$ cat config.mk
export PLATFORM = sky130hd
export DESIGN_NAME = writeback_stage
export DESIGN_NICKNAME = d
export VERILOG_FILES = /design/src/rtl/cpu_types_pkg.sv /design/src/rtl/wb_mux.sv /design/src/rtl/writeback_stage.sv
export SDC_FILE = /design/constraint.sdc
export NUM_CORES = 1
export LEC_CHECK = 0
export BUFFER_PORTS_ARGS = -buffer_cell sky130_fd_sc_hd__buf_2
export CORE_UTILIZATION = 47
export DETAILED_ROUTE_END_ITERATION = 8
export PLACE_DENSITY = 0.76
export SLEW_MARGIN = 15
export SYNTH_ARGS = -nofsm -noshare
export SYNTH_HDL_FRONTEND = slang
export SYNTH_HIERARCHICAL = 1
export SYNTH_SLANG_ARGS = --single-unit
$ cat constraint.sdc
create_clock -name CLK -period 1.55 [get_ports CLK]
set_clock_uncertainty 0.1 [all_clocks]
set_input_delay 0.31 -clock CLK [delete_from_list [all_inputs] [get_ports CLK]]
set_output_delay 0.31 -clock CLK [all_outputs]
set_load 0.005 [all_outputs]
$ cat src/rtl/cpu_types_pkg.sv
// Shared datapath types: word/register widths plus the MEM/WB latch layout,
// writeback source encoding and writeback-stage FSM states.
package cpu_types_pkg;

    localparam int WORD_W = 32;
    localparam int REG_W  = 5;

    typedef logic [WORD_W-1:0] word_t;
    typedef logic [REG_W-1:0]  regbits_t;

    typedef enum logic [1:0] {
        WB_ALU  = 2'b00,
        WB_LOAD = 2'b01,
        WB_NPC  = 2'b10,
        WB_LUI  = 2'b11
    } wbsrc_t;

    typedef enum logic {
        WB_RUN    = 1'b0,
        WB_HALTED = 1'b1
    } wbstate_t;

    typedef struct packed {
        logic        valid;
        logic        regwen;
        regbits_t    wsel;
        wbsrc_t      wbsrc;
        word_t       aluout;
        word_t       dload;
        word_t       npc;
        logic [15:0] imm16;
        logic        halt_i;
        logic        fresh;
    } mem_wb_t;

endpackage

$ cat src/rtl/wb_mux.sv
// Writeback data selector; purely combinational so the forwarding unit can
// reuse it to produce the same value the register file will see.
module wb_mux
    import cpu_types_pkg::*;
(
    input  wbsrc_t      wbsrc,
    input  word_t       aluout,
    input  word_t       dload,
    input  word_t       npc,
    input  logic [15:0] imm16,
    output word_t       wdat
);

    always_comb begin
        wdat = aluout;
        case (wbsrc)
            WB_ALU:  wdat = aluout;
            WB_LOAD: wdat = dload;
            WB_NPC:  wdat = npc;
            WB_LUI:  wdat = {imm16, 16'h0000};
            default: wdat = aluout;
        endcase
    end

endmodule

$ cat src/rtl/writeback_stage.sv
// MEM/WB latch, writeback port drive and sticky halt sequencing.
// Define WB_RETIRE_CNT_EN to build the retired-instruction counter and port.
module writeback_stage
    import cpu_types_pkg::*;
(
    input  logic        CLK,
    input  logic        nRST,
    input  logic        stall,
    input  logic        flush,
    input  logic        mem_valid,
    input  logic        mem_regwen,
    input  regbits_t    mem_wsel,
    input  wbsrc_t      mem_wbsrc,
    input  word_t       mem_aluout,
    input  word_t       mem_dload,
    input  word_t       mem_npc,
    input  logic [15:0] mem_imm16,
    input  logic        mem_halt,
    output logic        WEN,
    output regbits_t    wsel,
    output word_t       wdat,
    output logic        halt
`ifdef WB_RETIRE_CNT_EN
    ,
    output word_t       retired
`endif
);

    mem_wb_t  wb_reg;
    wbstate_t state_reg;
    logic     halt_in_wb;

    assign halt_in_wb = wb_reg.valid & wb_reg.halt_i;

    always_ff @(posedge CLK or negedge nRST) begin
        if (!nRST) begin
            wb_reg    <= '0;
            state_reg <= WB_RUN;
        end else if (state_reg == WB_RUN) begin
            if (halt_in_wb)
                state_reg <= WB_HALTED;
            if (flush) begin
                wb_reg.valid  <= 1'b0;
                wb_reg.regwen <= 1'b0;
                wb_reg.halt_i <= 1'b0;
            end else if (stall) begin
                // Holding: the instruction has been seen once already.
                wb_reg.fresh  <= 1'b0;
            end else begin
                wb_reg <= '{valid:  mem_valid,
                            regwen: mem_regwen,
                            wsel:   mem_wsel,
                            wbsrc:  mem_wbsrc,
                            aluout: mem_aluout,
                            dload:  mem_dload,
                            npc:    mem_npc,
                            imm16:  mem_imm16,
                            halt_i: mem_halt,
                            fresh:  mem_valid};
            end
        end
    end

`ifdef WB_RETIRE_CNT_EN
    word_t retired_reg;

    always_ff @(posedge CLK or negedge nRST) begin
        if (!nRST)
            retired_reg <= '0;
        else if (state_reg == WB_RUN && wb_reg.valid && wb_reg.fresh)
            retired_reg <= retired_reg + 32'd1;
    end

    assign retired = retired_reg;
`else
    logic unused_fresh;
    assign unused_fresh = wb_reg.fresh;
`endif

    wb_mux u_wb_mux (
        .wbsrc  (wb_reg.wbsrc),
        .aluout (wb_reg.aluout),
        .dload  (wb_reg.dload),
        .npc    (wb_reg.npc),
        .imm16  (wb_reg.imm16),
        .wdat   (wdat)
    );

    // r0 is hardwired zero, so a write to it is never requested.
    assign WEN  = wb_reg.valid & wb_reg.regwen & (wb_reg.wsel != '0)
                & (state_reg == WB_RUN) & ~wb_reg.halt_i;
    assign wsel = wb_reg.wsel;
    assign halt = (state_reg == WB_HALTED) | halt_in_wb;

endmodule

==> summary.txt <==
total power - 8.35 mW
hold slack - 0.0288 ns
share of cells above drive strength 1 - 0.721
status - finished, violations left
Initial DRC Count - 142
failing checks - DRC, setup timing
warnings from Yosys - 6
hpwl dp - 8.40 mm
Setup Crit Path Kind - flip-flop to output pin
drt total wl - 14.2 mm
chip height - 112 um
Synth Net Count - 464
Finished Layout Cells - 698
Final Setup Violations - 153
die width - 112 um
# port buffers - 164
vias in the first global route - 3931
placed inst area - 6570 um^2
GRT overflow - 0
Largest register FFs - 117
Syn Area/Cell - 16.7 um^2
worst path required time - 1.14 ns
DRT Pass-1 Iters - 6
Final Cycle Share - 1.33
CP Max Fanout - 13
endpoints failing hold - 0
ANT nets after route - 0
Tmin final - 2.07 ns
post-route cell area - 8270 um^2
synthesized flop and latch total - 123
Synth area leader - dfrtp_1
worst-margin pin slew - 0.364 ns
synthesized cell area - 5640 um^2
ranking of synthesized cells by area - dfrtp_1 (55%), mux2_2 (22%), mux4_2 (6.4%)
via count - 3725
detailed-route vias per instance - 5.34
CTS Buf Count - 17
Sink Count - 123
core box area - 11600 um^2
Cells after Synth - 338
die area - 12400 um^2
Max stage delay cell, worst path - mux4_2
number of diodes - 0
initial antenna violation count - 0
first-pass GRT wire length - 20.0 mm
Final Core Density - 0.715
RePlAce Congestion - 0.796
CTS Buffer Depth - 2
placed cells - 641
RSZ-0062 raised after global routing - yes
Max Cap Violations - 0
Yosys top cell area share - 0.546
Peak VDD IR - 1.13 mV
num rows - 39
Final Max Slew Viols - 0
total global-route track usage - 0.215
Root Driver - clkbuf_16
critical-path cell list - buf_12 -> mux4_2 -> buf_2
H-tree lvl count - 4
max frequency - 483 MHz
setup ws final - -0.518 ns
Distinct cells, synth - 23
Worst-path clk slew - 0.05 ns
area delta synth->final - 46.7%
Arrival @ worst endpoint - 1.66 ns
power density over the cells - 1010 nW/um^2
Post-layout nets - 668
pin count of the biggest net entering global routing - 68
Max stage delay on crit path - 0.52 ns
leakage power - 3.98 nW
# IOs - 165
Initial Utilization - 0.487
register area share after synthesis - 0.546
Hold Path Class - input pin to flip-flop
Slew HR - 0.758
CTS tree - done
DR DRC count - 9
Critical Path End Type - output pin
routed len/inst - 20.4 um
clk_lat worst skew - 0.41 ns
crit start category - flip-flop
path summary, 6_finish.rpt:
| path | startpoint | endpoint | slack [ns] | cells past startpoint |
|---|---|---|---|---|
| min reg2reg | wb_reg[3] | wb_reg[3] | 0.41 | 1 |
| max in group asynchronous | nRST | wb_reg[17] | 0.67 | 3 |
| min | mem_dload[16] | wb_reg[66] | 0.03 | 2 |
| min in group asynchronous | nRST | wb_reg[100] | 0.36 | 3 |
| max | wb_reg[114] | wdat[27] | -0.52 | 3 |
| max reg2reg | state_reg | wb_reg[42] | -0.20 | 6 |
Yosys cell counts, drive strengths merged:
master,instances
nand4bb,1
nor2b,1
mux2i,16
nor2,1
dfrtp,123
nand3b,3
clkbuf,2
buf,27
mux2,119
nor3,2
a21oi,1
mux4,16
o2bb2ai,16
a21o,1
or4b,3
nand3,3
nand2,3
metal layers:
metal | global-route usage | vias to the layer above | share of wire
li1 | - | 1669 | -
met1 | 0.255 | 1916 | 0.41
met2 | 0.361 | 113 | 0.52
met3 | 0.0523 | 27 | 0.041
met4 | 0.117 | 0 | 0.025
met5 | 0 | - | 0
cells in the final DEF, fill, tap and decap left out, types with 2 or more instances in the layout:
| cell type | instances |
|---|---|
| buf_2 | 162 |
| dfrtp_1 | 121 |
| mux2_4 | 118 |
| clkbuf_16 | 29 |
| mux4_2 | 16 |
| buf_12 | 13 |
| mux2i_1 | 11 |
| buf_4 | 10 |
| o2bb2ai_1 | 8 |
| clkinv_2 | 7 |
| buf_8 | 7 |
| o2bb2ai_2 | 7 |
| buf_6 | 6 |
| clkbuf_1 | 4 |
| mux2i_4 | 4 |
| or4b_4 | 3 |
| nand2_1 | 3 |
| nand3b_1 | 3 |
| nand3_2 | 3 |
| buf_16 | 3 |
| bufinv_16 | 2 |
| clkbuf_8 | 2 |
| dfrtp_2 | 2 |
critical path: cells and delay by family (launching register included):
family / cells / cell delay (ns)
flops: 1 / 0.39
mux: 1 / 0.52
buf+inv: 2 / 0.32
cell families (layout without fill, tap and decap cells):
kind of cell    after synthesis  count (layout)  share of synthesized area
mux                         151             151                      0.337
compound gates               18              18                     0.0273
flops                       123             123                      0.546
simple gates                 17              17                     0.0215
buf+inv                      29             246                     0.0682
final cells by class:
| type | count | area, um^2 |
|---|---|---|
| Tap cell | 143 | 179 |
| Fill cell | 739 | 3300 |
| Timing Repair Buffer | 214 | 1710 |
| Clock inverter | 9 | 95.1 |
| Sequential cell | 123 | 3080 |
| Clock buffer | 23 | 468 |
| Multi-Input combinational cell | 186 | 2740 |
where the power goes:
group	leakage [nW]	internal [mW]	total, mW	switching (mW)
sequential	1.58	3.43	3.57	0.144
clock	0.284	2.43	3.76	1.34
combinational	2.11	0.645	1.02	0.370
metrics by stage:
step | setup TNS (ns) | worst slack [ns]
2_1_floorplan | 0 | 0.0302
3_3_place_gp | -3.93 | -0.0664
3_5_place_dp | -7.15 | -0.0962
4_1_cts | -22.77 | -0.550
5_1_grt | -39.79 | -0.569
6_report | -33.17 | -0.518
what timing repair did:
| item | in CTS | in global routing |
|---|---|---|
| pin swaps | 12 | 8 |
| cloned | 3 | 15 |
| buffers inserted | 6 | 5 |
| endpoints found under the setup margin | 34 | 155 |
| hold buffers | 1 | 0 |
| gates resized for setup | 23 | 154 |
| hold endpoints to repair | 123 | 0 |
Power figures use the tool's default switching activity.
